`src/rtl/sqm_pkg.sv`:
```
// sqm_pkg: definitions shared by the SQM arithmetic unit and the modular
// square-root search (operand widths, root-search state encoding).
package sqm_pkg;

  localparam int SQM_B_W  = 4;  // root / multiplier operand width
  localparam int SQM_A_W  = 8;  // modulus and residue width
  localparam int SQM_SQ_W = 9;  // running square: (A-1) + 31 <= 285

  // Root-search sequencer states.
  typedef enum logic [1:0] {
    IDLE   = 2'd0,
    CHECK  = 2'd1,
    REDUCE = 2'd2,
    DONE   = 2'd3
  } sqm_root_state_t;

  // Increment that moves b^2 to (b+1)^2, i.e. 2b+1 (at most 31).
  function automatic logic [SQM_SQ_W-1:0] sqm_step_addend(
    input logic [SQM_B_W-1:0] b
  );
    return {{(SQM_SQ_W-SQM_B_W-1){1'b0}}, b, 1'b1};
  endfunction

endpackage

```
`src/rtl/sqm_mod_sub.sv`:
```
// sqm_mod_sub: one step of modular reduction. Subtracts the modulus from
// the running square when the square is not smaller than it, and reports
// whether the subtraction happened.
module sqm_mod_sub
  import sqm_pkg::*;
(
  input  logic [SQM_SQ_W-1:0] sq,
  input  logic [SQM_A_W-1:0]  a,
  output logic                ge,
  output logic [SQM_SQ_W-1:0] diff
);

  logic [SQM_SQ_W-1:0] a_ext;

  // Compare-and-subtract; the result is only used when ge is set.
  always_comb begin
    a_ext = {1'b0, a};
    ge    = (sq >= a_ext);
    diff  = ge ? (sq - a_ext) : sq;
  end

endmodule

```
`src/rtl/sqm_root_search.sv`:
```
// sqm_root_search: sequential modular square-root finder. For a modulus A
// and residue R it scans B = 0..15 looking for B*B mod A == R, keeping the
// square incrementally ((b+1)^2 = b^2 + 2b + 1) and reducing it by repeated
// subtraction of A, so no multiplier or divider is needed.
//
// Optional feature macro: SQM_ROOT_ALLROOTS_EN. When defined, the scan always
// covers every B and root_cnt/root_mask report all roots; when undefined the
// scan stops at the first root and root_cnt/root_mask are tied to zero.
//
// Handshake: start is sampled only in IDLE together with A and R; busy is
// high from the edge after an accepted start until the end of the done
// cycle; done is a one-cycle pulse during which found/root/err (and the
// all-roots results) are valid; those results then hold until the next
// accepted start. start in any other state is ignored.
module sqm_root_search
  import sqm_pkg::*;
(
  input  logic        clk,
  input  logic        rst_n,
  input  logic        start,
  input  logic [7:0]  A,
  input  logic [7:0]  R,
  output logic        busy,
  output logic        done,
  output logic        found,
  output logic [3:0]  root,
  output logic        err,
  output logic [4:0]  root_cnt,
  output logic [15:0] root_mask
);

`ifdef SQM_ROOT_ALLROOTS_EN
  localparam bit STOP_ON_HIT = 1'b0;
`else
  localparam bit STOP_ON_HIT = 1'b1;
`endif

  // Sequencer state; kept as a plain named signal so checkers can bind to it.
  sqm_root_state_t state;

  logic [SQM_A_W-1:0]  a_q;
  logic [SQM_A_W-1:0]  r_q;
  logic [SQM_B_W-1:0]  b_q;
  logic [SQM_SQ_W-1:0] sq_q;
  logic                found_q;
  logic [SQM_B_W-1:0]  root_q;
  logic                err_q;

  logic                sub_ge;
  logic [SQM_SQ_W-1:0] sub_diff;
  logic                hit;
  logic                last_b;
  logic                stop;

  sqm_mod_sub u_mod_sub (
    .sq   (sq_q),
    .a    (a_q),
    .ge   (sub_ge),
    .diff (sub_diff)
  );

  // In CHECK the square is already reduced below A (<= 254), so its low
  // byte is the full residue.
  always_comb begin
    hit    = (sq_q[SQM_A_W-1:0] == r_q);
    last_b = (b_q == {SQM_B_W{1'b1}});
    stop   = last_b || (hit && STOP_ON_HIT);
  end

`ifdef SQM_ROOT_ALLROOTS_EN
  logic [4:0]  cnt_q;
  logic [15:0] mask_q;

  // All-roots bookkeeping: cleared on an accepted start, updated per hit.
  always_ff @(posedge clk) begin
    if (!rst_n) begin
      cnt_q  <= '0;
      mask_q <= '0;
    end else if (state == IDLE && start) begin
      cnt_q  <= '0;
      mask_q <= '0;
    end else if (state == CHECK && hit) begin
      cnt_q          <= cnt_q + 5'd1;
      mask_q[b_q]    <= 1'b1;
    end
  end

  always_comb begin
    root_cnt  = cnt_q;
    root_mask = mask_q;
  end
`else
  // Without the all-roots feature these results carry no information.
  always_comb begin
    root_cnt  = '0;
    root_mask = '0;
  end
`endif

  // Search sequencer: latch operands, walk b with CHECK/REDUCE, report.
  always_ff @(posedge clk) begin
    if (!rst_n) begin
      state   <= IDLE;
      a_q     <= '0;
      r_q     <= '0;
      b_q     <= '0;
      sq_q    <= '0;
      found_q <= 1'b0;
      root_q  <= '0;
      err_q   <= 1'b0;
    end else begin
      case (state)
        IDLE: begin
          if (start) begin
            a_q     <= A;
            r_q     <= R;
            b_q     <= '0;
            sq_q    <= '0;
            found_q <= 1'b0;
            root_q  <= '0;
            if (A == '0) begin
              // A zero modulus has no residues; report it without scanning.
              err_q <= 1'b1;
              state <= DONE;
            end else begin
              err_q <= 1'b0;
              state <= CHECK;
            end
          end
        end
        CHECK: begin
          if (hit && !found_q) begin
            found_q <= 1'b1;
            root_q  <= b_q;
          end
          if (stop) begin
            state <= DONE;
          end else begin
            sq_q  <= sq_q + sqm_step_addend(b_q);
            b_q   <= b_q + 4'd1;
            state <= REDUCE;
          end
        end
        REDUCE: begin
          // One subtraction per cycle until the square drops below A.
          if (sub_ge) begin
            sq_q <= sub_diff;
          end else begin
            state <= CHECK;
          end
        end
        DONE: begin
          state <= IDLE;
        end
        default: begin
          state <= IDLE;
        end
      endcase
    end
  end

  // Handshake and results decoded from registered state.
  always_comb begin
    busy  = (state != IDLE);
    done  = (state == DONE);
    found = found_q;
    root  = root_q;
    err   = err_q;
  end

endmodule

```
`config.mk`:
```
export PLATFORM = sky130hd
export DESIGN_NAME = sqm_root_search
export DESIGN_NICKNAME = d
export VERILOG_FILES = /design/src/rtl/sqm_pkg.sv /design/src/rtl/sqm_mod_sub.sv /design/src/rtl/sqm_root_search.sv
export SDC_FILE = /design/constraint.sdc
export NUM_CORES = 1
export LEC_CHECK = 0
export ABC_CLOCK_PERIOD_IN_PS = 3120
export BUFFER_PORTS_ARGS = -buffer_cell sky130_fd_sc_hd__buf_2
export CAP_MARGIN = 25
export CORE_MARGIN = 4
export CORE_UTILIZATION = 57
export DETAILED_ROUTE_END_ITERATION = 8
export PLACE_DENSITY = 0.78
export REMOVE_ABC_BUFFERS = 1
export SLEW_MARGIN = 40
export SYNTH_ARGS = -nofsm -noshare
export SYNTH_HDL_FRONTEND = slang
export SYNTH_HIERARCHICAL = 1
export SYNTH_SLANG_ARGS = --single-unit
```
`constraint.sdc`:
```
create_clock -name clk -period 3.12 [get_ports clk]
set_clock_uncertainty 0.2 [all_clocks]
set_input_delay 0.312 -clock clk [delete_from_list [all_inputs] [get_ports clk]]
set_output_delay 0.312 -clock clk [all_outputs]
set_load 0.03 [all_outputs]
```
## Yosys cells after proc, flatten, opt, wreduce, memory -nomap -nowiden

Index checks and enable logic that the tools add are counted.

- Flip-flop bits (word level): 37
- Latch bits: 0
- Memory bits (writable): 0
- Memory bits (read-only): 0
- Output and inout bits: 29
- Logic and storage cells: 53
- Memories kept: 0

- Add/subtract/negate cells: 3
- Multiply operators: 0
- Divide/modulo/power cells: 0
- Order comparisons: 1
- Equality and inequality tests: 10
- Shift-type cells: 0
- Muxes and demuxes: 18
- Bitwise gates (word level): 0
- Reduce and logical (&&, ||, !) cells: 13

Operator list:

| operator | number |
|---|---|
| $mux W9 | 3 |
| $pmux W9 S3 | 1 |
| $pmux W4 S2 | 2 |
| $mux W4 | 3 |
| $ne A2 B2 Y1 const B | 5 |
| $add A9 B5 Y9 | 1 |
| $ge A9 B8 Y1 | 1 |
| $sub A9 B8 Y9 | 1 |
| $eq A8 B8 Y1 | 1 |
| $logic_not A8 Y1 | 1 |
| $pmux W2 S4 | 1 |
| $mux W2 | 3 |
| $reduce_and A3 Y1 | 2 |
| $add A4 B1 Y4 const B | 1 |
| $eq A2 B2 Y1 const B | 2 |
| $eq A4 B4 Y1 const B | 1 |
| $mux W1 | 4 |
| $reduce_and A2 Y1 | 2 |
| $reduce_and A4 Y1 | 1 |
| $reduce_bool A2 Y1 | 2 |
| $reduce_bool A3 Y1 | 1 |
| $eq A2 B1 Y1 const B | 1 |
| $logic_not A2 Y1 | 1 |
| $pmux W1 S2 | 1 |
| other kinds (3) | 3 |

## Logic depth before layout (Yosys ltp)

Gate-level depths: netlist of run 1.

- Word-level depth: 4
- Gate-level depth with buffers: 13
- Depth with buffers taken out: 11

## By module

The synthesis of run 1 kept the hierarchy.

Modules (own cells, without submodules):

| module | instances | cells each | area each (um^2) | sequential area each (um^2) |
|---|---|---|---|---|
| sqm_root_search | 1 | 273 | 2280.9 | 740.7 |
| sqm_mod_sub | 1 | 76 | 546.8 | 0.0 |

## Worst setup path after synthesis of run 1

Ideal clock, no wire load.

- Kind: flip-flop to flip-flop
- Start: reg sq_q[0]
- End: reg sq_q[7]
- Data arrival time: 2.597 ns
- Data required time: 2.836 ns
- Slack: 0.238 ns
- Stages on the path, launching flop included: 13
- Buffers on the path: 1
- Period minus slack after synthesis: 2.882 ns
- Path through: dfxtp_1 -> inv_1 -> ha_1 -> nand2b_1 -> a211oi_1 -> a22o_1 -> or2_1 -> buf_6 -> nor2b_1 -> nor4b_1 -> a21o_2 -> mux2_4 -> o31ai_2

- Elaborated cells between the ends (all ways): 11
- Those cells by class: 2 x add/sub; 1 x order compare; 3 x eq/ne; 3 x mux; 2 x reduce/logical

RTL lines:

| element | line | source |
|---|---|---|
| start, declared | sqm_root_search.sv:44 | `logic [SQM_SQ_W-1:0] sq_q;` |
| start signal, assigned | sqm_root_search.sv:139 | `sq_q <= sq_q + sqm_step_addend(b_q);` |
| start signal, assigned | sqm_root_search.sv:147 | `sq_q <= sub_diff;` |
| $ge A9 B8 Y1 | sqm_mod_sub.sv:18 | `ge = (sq >= a_ext);` |
| via sub_ge | sqm_root_search.sv:49 | `logic sub_ge;` |
| $ne A2 B2 Y1 (no source line) | -- |  |
| $reduce_and A4 Y1 (no source line) | -- |  |

The timed path passes the listed nets, and every way through them passes these cells. The select of a mux whose other input is x is not followed.
A chain may end at the register's enable or synchronous reset.

## Final worst setup path of run 1

- Start: reg a_q[4]
- End: reg sq_q[7]

- Cells in the longest elaborated chain, start to end: 3
- Elaborated cells between the ends (all ways): 6
- Those cells by class: 1 x add/sub; 1 x order compare; 1 x eq/ne; 2 x mux; 1 x reduce/logical

RTL lines:

| element | line | source |
|---|---|---|
| start, declared | sqm_root_search.sv:41 | `logic [SQM_A_W-1:0] a_q;` |
| start signal, assigned | sqm_root_search.sv:104 | `a_q <= '0;` |
| start signal, assigned | sqm_root_search.sv:115 | `a_q <= A;` |
| $ge A9 B8 Y1 | sqm_mod_sub.sv:18 |  |
| via sub_ge | sqm_root_search.sv:49 |  |
| $ne A2 B2 Y1 (no source line) | -- |  |
| $reduce_and A4 Y1 (no source line) | -- |  |

The timed path passes the listed nets, and every way through them passes these cells. The select of a mux whose other input is x is not followed.

==> results of run 1 <==
## worst min-delay path, delay by kind of cell
family / cells / cell delay [ps]
buffers and inverters: 1 / 90
AOI/OAI and AO/OA: 1 / 60
and+or+nand+nor: 1 / 40
## cells in the final DEF, fill, tap and decap left out, types with 3 or more instances in the layout
| cell | count |
|---|---|
| nand4_1 | 3 |
| nand3b_1 | 5 |
| a21boi_0 | 22 |
| nand2_1 | 64 |
| a21oi_1 | 13 |
| nor3_1 | 5 |
| dfxtp_1 | 37 |
| conb_1 | 21 |
| a21o_1 | 3 |
| nand2b_1 | 3 |
| xnor2_1 | 6 |
| o31ai_1 | 3 |
| buf_2 | 26 |
| clkbuf_8 | 5 |
| mux2_4 | 4 |
| buf_4 | 14 |
| nor2_1 | 11 |
| and2_1 | 6 |
| nand3_1 | 14 |
| inv_1 | 18 |
| o21ai_0 | 11 |
| o21bai_1 | 3 |
| ha_1 | 19 |
| xor2_1 | 8 |
| mux2i_1 | 7 |
## metrics by stage
step | power [mW] | setup slack, ps | hold WS (ps) | util [%]
after floorplan | 1.71 | 3.00 | 234 | -
after global placement | 2.09 | 303 | 252 | 62.9
after detailed placement | 2.12 | 212 | 258 | 62.9
after CTS | 2.63 | 150 | 56.4 | 65.7
after global routing | 2.86 | 23.2 | 80.0 | 66.0
final | 2.66 | 180 | 59.1 | 66.0
## sequential cells by signal, indices dropped and copies added (netlist names)
signal,cells
err,1
a_q,8
found,1
root,4
sq_q,9
state,2
b_q,4
r_q,8
## per-layer routing
metal	track usage [%]	part of all wire (%)	wire, µm
met1	28.8	44	2850
met2	37.3	47	3040
met3	3.78	5.8	375
met4	9.27	2.5	163
met5	0	0	0
## area by class of cell
class                   count  area (µm²)
flip-flops and latches     37         741
clock inverters             3        65.1
inverters                  18        67.6
fillers                   429        1620
clock buffers               5        68.8
multi-input cells         279        1880
repair buffers             40         235
well taps                  67        83.8
## cell families after synthesis
family | count (synthesis)
AOI/OAI and AO/OA | 81
xor gates and xnor gates | 15
adders and majority gates | 21
buffers and inverters | 53
DFF | 37
muxes | 12
other | 1
and+or+nand+nor | 129
## synth_stat cells (8+ instances only)
cell / number
a21boi_0: 22
a21oi_1: 13
buf_4: 22
clkbuf_1: 9
dfxtp_1: 37
ha_1: 19
inv_1: 18
nand2_1: 64
nand3_1: 14
nor2_1: 11
o21ai_0: 11
xor2_1: 8
## power by group through the flow
stage | clock network [mW] | logic, mW | registers (mW)
2_1_floorplan | 0 | 1.08 | 0.627
3_3_place_gp | 0 | 1.47 | 0.620
3_5_place_dp | 0 | 1.50 | 0.623
4_1_cts | 0.509 | 1.51 | 0.612
5_1_grt | 0.526 | 1.71 | 0.623
6_report | 0.501 | 1.55 | 0.612
## worst paths after layout
check,from,end,slack [ps],cells past startpoint
worst max-delay path,a_q[4],sq_q[7],180,11
worst min-delay path,R[5],r_q[5],60,3
worst max register to register,a_q[4],sq_q[7],180,11
worst min register to register,a_q[6],a_q[6],270,2
## what timing repair did
item,4_1_cts,5_1_grt
endpoints found under the setup margin,0,5
resized for setup,0,2
hold buffers,0,0
==> qor.yml, run 1 <==
status:
  outcome: "finished clean"
floorplan:
  initial_core_util_pct: 59.5
  core_mm2: 0.00475
  io_pins: 48
  dieArea_mm2: 0.00615
  dieHeight_um: 78.4
  dieWidth_um: 78.4
  num_rows: 25
route:
  route.detailed.drc: 0
  wirelength_mm: 6.44
  drtAntennaViolNets: 0
  vias_per_cell: 5.50
  routedWlPerCell_um: 14.3
  dr.pass1.iters: 4
  vias: 2471
  drtIter0Drc: 188
global_route:
  grt_pass1_vias: 2431
  gr-total-overflow: 0
  grt_max_degree: 42
  grt_use_total_pct: 22.5
  grt_pass1_wl_mm: 11.1
  antenna_found_initial: 0
critical_path:
  crit_required_ps: 3130
  cp-end-kind: "register"
  crit_slowest_cell: "ha_1"
  cp_max_fo: 7
  critPathLaunchType: "register"
  crit_chain: "inv_1 -> ha_1 -> a21o_1 -> o21bai_1 -> a211o_1 -> or2_1 -> nor2b_1 -> nor4b_2 -> a21o_2 -> mux2_4 -> o31ai_2"
  worstPathArrival_ps: 2950
  critPathBufInv: 1
  critical_path_class: "register to register"
  critPathTopFamily: "compound AO/OA/AOI/OAI gates"
  timing.critical_path.slowest_cell_delay_ps: 340
timing:
  layout_min_cycle_time_ps: 2940
  maxSlewHeadroom_pct: 58.0
  setup_tns_ps: 0
  rsz0062_at_grt: "false"
  fmax_mhz: 340
  drv_slew: 0
  finalCritPeriodShare_pct: 94.2
  worstMarginPinSlew_ps: 629
  hold_violations: 0
  setup_viol: 0
logic_synthesis:
  synthCells: 349
  yosysUniqueCellTypes: 63
  synth.avg_cell_area_um2: 8.10
  netlist_area_mm2: 0.00283
  ys_ff_latch: 37
  synth_top_cells_by_area: "dfxtp_1 26%, nand2_1 8.5%, ha_1 8.4%, a21boi_0 5.8%, buf_4 5.8%"
  synth-simple-area-share_pct: 22.7
  synth_top_area_share_pct: 26.2
  synthAdderAreaFrac_pct: 9.82
  synthXorXnorAreaFrac_pct: 4.91
  async_reset_ff_share_pct: 0
  synthFlopType: "dfxtp_1"
  ys_seq_area_share_pct: 26.2
  synth-edff-count: 0
  synth_top_family_by_area: "simple AND/OR/NAND/NOR gates"
  synth_compound_area_share_pct: 20.7
  synth_area_leader_cell: "dfxtp_1"
  yosys_warnings: 6
  synth_mux_area_share_pct: 5.00
cts:
  cts_buffers: 5
  h-tree-depth: 2
  post-cts-setup-buffer-count: 0
  clock_path_buffers: 2
  cts_root_buf: "clkbuf_8"
  cts.sinks: 37
  clkTransAtPathRegs_ps: 80
  cts_tree: "yes"
  clk_latency_ps: 290
power:
  combPwrFrac_pct: 58.2
  switching_share_pct: 44.0
  leakage_nw: 1.39
  ir_drop_uv: 743
  clkPwrFrac_pct: 18.8
  switchingPower_mw: 1.17
  p_int_mw: 1.49
  power_frac_seq_pct: 23.0
  power_density_mw_per_mm2: 848
placed_design:
  place_congestion: 0.920
  place_area_mm2: 0.00299
  io_buffers: 26
  hpwl_mm: 4.90
  dp.cells: 441
final_layout:
  postLayoutCellArea_mm2: 0.00314
  final_cells: 449
  n_antenna_cell: 0
  drive_gt1_share_pct: 17.8
  layout.nets: 421
  area_growth_syn_to_layout_pct: 10.9
hold_path:
  hold_class: "input port to register"
run:
  drv_cap: 0
No activity file was read; power rests on OpenSTA's default activity.
==> run 2, diff against run 1 <==
ABC_AREA = 1   (was not set)
PLACE_DENSITY = 0.77   (was 0.78)
==> qor.yml, run 2 <==
status:
  outcome: "finished clean"
floorplan:
  num_rows: 26
  dieWidth_um: 80.5
  io_pins: 48
  dieArea_mm2: 0.00648
  core_mm2: 0.00511
  dieHeight_um: 80.5
  initial_core_util_pct: 58.6
logic_synthesis:
  synth_common_cells: "127 x nand2_1, 49 x inv_1, 48 x nor2_1"
  synth_top_area_share_pct: 24.7
  yosysMostFrequentCell: "nand2_1"
  synth_area_leader_cell: "dfxtp_1"
  synthCells: 457
  ys_seq_area_share_pct: 24.7
  yosys_warnings: 6
  synth.avg_cell_area_um2: 6.55
  synth-edff-count: 0
  ys_ff_latch: 37
  synth_top_cells_by_area: "dfxtp_1 25%, nand2_1 16%, ha_1 7.9%, a21oi_1 6.4%, inv_1 6.1%"
  async_reset_ff_share_pct: 0
  netlist_area_mm2: 0.00299
  yosysUniqueCellTypes: 40
  synthFlopType: "dfxtp_1"
cts:
  cts.sinks: 37
  hold_buffers: 0
  cts_tree: "yes"
  cts_root_buf: "clkbuf_8"
  clk_latency_ps: 280
  post-cts-setup-buffer-count: 0
  cts_resized: 0
  cts_buffers: 5
  h-tree-depth: 2
  clkTransAtPathRegs_ps: 70
  clock_path_buffers: 2
critical_path:
  reg2reg_slack_ps: 500
  critical_path_class: "register to register"
  cp-end-kind: "register"
  worstPathArrival_ps: 2630
  crit_required_ps: 3120
  critPathLaunchType: "register"
  cp_max_fo: 11
final_layout:
  fin_util_pct: 62.2
  final_common_cell: "nand2_1"
  layout_common_cells: "127 x nand2_1, 49 x inv_1, 48 x nor2_1, 38 x a21oi_1, 37 x dfxtp_1"
  area_growth_syn_to_layout_pct: 6.18
  largest_reg_flops: 9
  multi_input_area_mm2: 0.00192
  regArea_um2: 741
  regMostFlops: "sq_q"
  postLayoutCellArea_mm2: 0.00318
  n_antenna_cell: 0
  final_cells: 551
  drive_gt1_share_pct: 11.9
  n_fill_cell: 492
  layout.nets: 522
  largest_registers: "sq_q: 9 flops, a_q: 8 flops, r_q: 8 flops"
timing:
  setup_viol: 0
  drv_slew: 0
  layout_min_cycle_time_ps: 2620
  finalCritPeriodShare_pct: 84.1
  setup_tns_ps: 0
  rsz0062_at_grt: "false"
  hold_violations: 0
  fmax_mhz: 381
  worstMarginPinSlew_ps: 497
  fin_ws_ps: 496
  maxSlewHeadroom_pct: 66.7
hold_path:
  hold_class: "input port to register"
power:
  ir_drop_uv: 690
  switchingPower_mw: 1.21
  power_frac_seq_pct: 27.1
  power_density_mw_per_mm2: 746
  combPwrFrac_pct: 60.0
  switching_share_pct: 51.0
  leakage_nw: 1.56
  p_int_mw: 1.16
  clkPwrFrac_pct: 12.9
global_route:
  grt_use_total_pct: 22.5
  antenna_found_initial: 0
  grt_pass1_vias: 2589
  met3_usage_pct: 3.70
  grtUsageMet1_pct: 29.7
  grt_busiest_layer: "met2"
  use_met2_pct: 38.4
  grt_pass1_wl_mm: 11.5
  grt_max_degree: 22
  gr-total-overflow: 0
placed_design:
  io_buffers: 26
  place_congestion: 0.904
  dp.cells: 545
  pre_cts_slack_ps: 522
  place_area_mm2: 0.00311
  hpwl_mm: 5.35
route:
  route.detailed.drc: 0
  routedWlPerCell_um: 12.1
  wirelength_mm: 6.67
  vias_per_cell: 5.12
  dr.pass1.iters: 6
  vias: 2819
  drtIter0Drc: 132
  drtAntennaViolNets: 0
run:
  drv_cap: 0
==> run 2: cell count changes in the layout (fill, tap and decap cells not counted), sizes merged, moves of 6 or more <==
cell and delta:
and2 -6, nor3 -6, a21boi -24, xor2 -6, nand4 +20, mux2i -7, inv +33, a21oi +27
o21ai +11, nand3 +7, nand2 +69, nor2 +41, buf -11
==> run 2: kinds of logic (layout without fill, tap and decap cells) <==
group	after synthesis	in the layout	share of synthesized area (%)
buffers and inverters	86	90	13.7
and+or+nand+nor	239	239	37.7
xor gates and xnor gates	9	9	2.63
DFF	37	37	24.7
adders and majority gates	21	21	9.28
AOI/OAI and AO/OA	64	64	11.7
other	1	21	0.125
==> run 2: worst max-delay path, stage by stage (launching register included) <==
cell and delay (ps):
dfxtp_1 410, ha_1 410, nand2_1 120, nor2_2 150, nand3_1 120, nand4_4 180, nor2_1 70, nor2_1 320
inv_1 180, nor2_8 170, nand2_1 70, a21oi_1 120
==> run 2: power groups by stage <==
stage	sequential [mW]	clock (mW)	combinational, mW
2_1_floorplan	0.650	0	1.11
3_3_place_gp	0.653	0	1.39
3_5_place_dp	0.657	0	1.41
4_1_cts	0.645	0.314	1.42
5_1_grt	0.659	0.335	1.62
6_report	0.644	0.306	1.42
==> run 2: stage by stage <==
stage | hold WS (ps) | total power [mW]
2_1_floorplan | 232 | 1.76
3_3_place_gp | 253 | 2.05
3_5_place_dp | 254 | 2.07
4_1_cts | 85.8 | 2.38
5_1_grt | 84.4 | 2.61
6_report | 83.4 | 2.37
==> run 2: path summary, 6_finish.rpt <==
check	startpoint	endpoint	depth (start not counted)
min	R[3]	r_q[3]	3
max reg2reg	sq_q[5]	sq_q[8]	11
max	sq_q[5]	sq_q[8]	11
min reg2reg	root[0]	root[0]	2
==> run 2: routing by layer <==
| metal | vias to the layer above | routed length, µm | part of all wire, % |
|---|---|---|---|
| met5 | - | 0 | 0 |
| met4 | 0 | 50 | 0.75 |
| met3 | 4 | 282 | 4.2 |
| met2 | 61 | 3100 | 47 |
| met1 | 1273 | 3230 | 48 |
| li1 | 1481 | - | - |
==> run 2: cell type report <==
class / count / share of cell area [%]
multi-input combinational: 354 / 60.3
sequential: 37 / 23.3
inverter: 55 / 6.53
timing repair buffer: 29 / 4.80
tap: 70 / 2.75
clock buffer: 5 / 2.16
clock inverter: 1 / 0.157
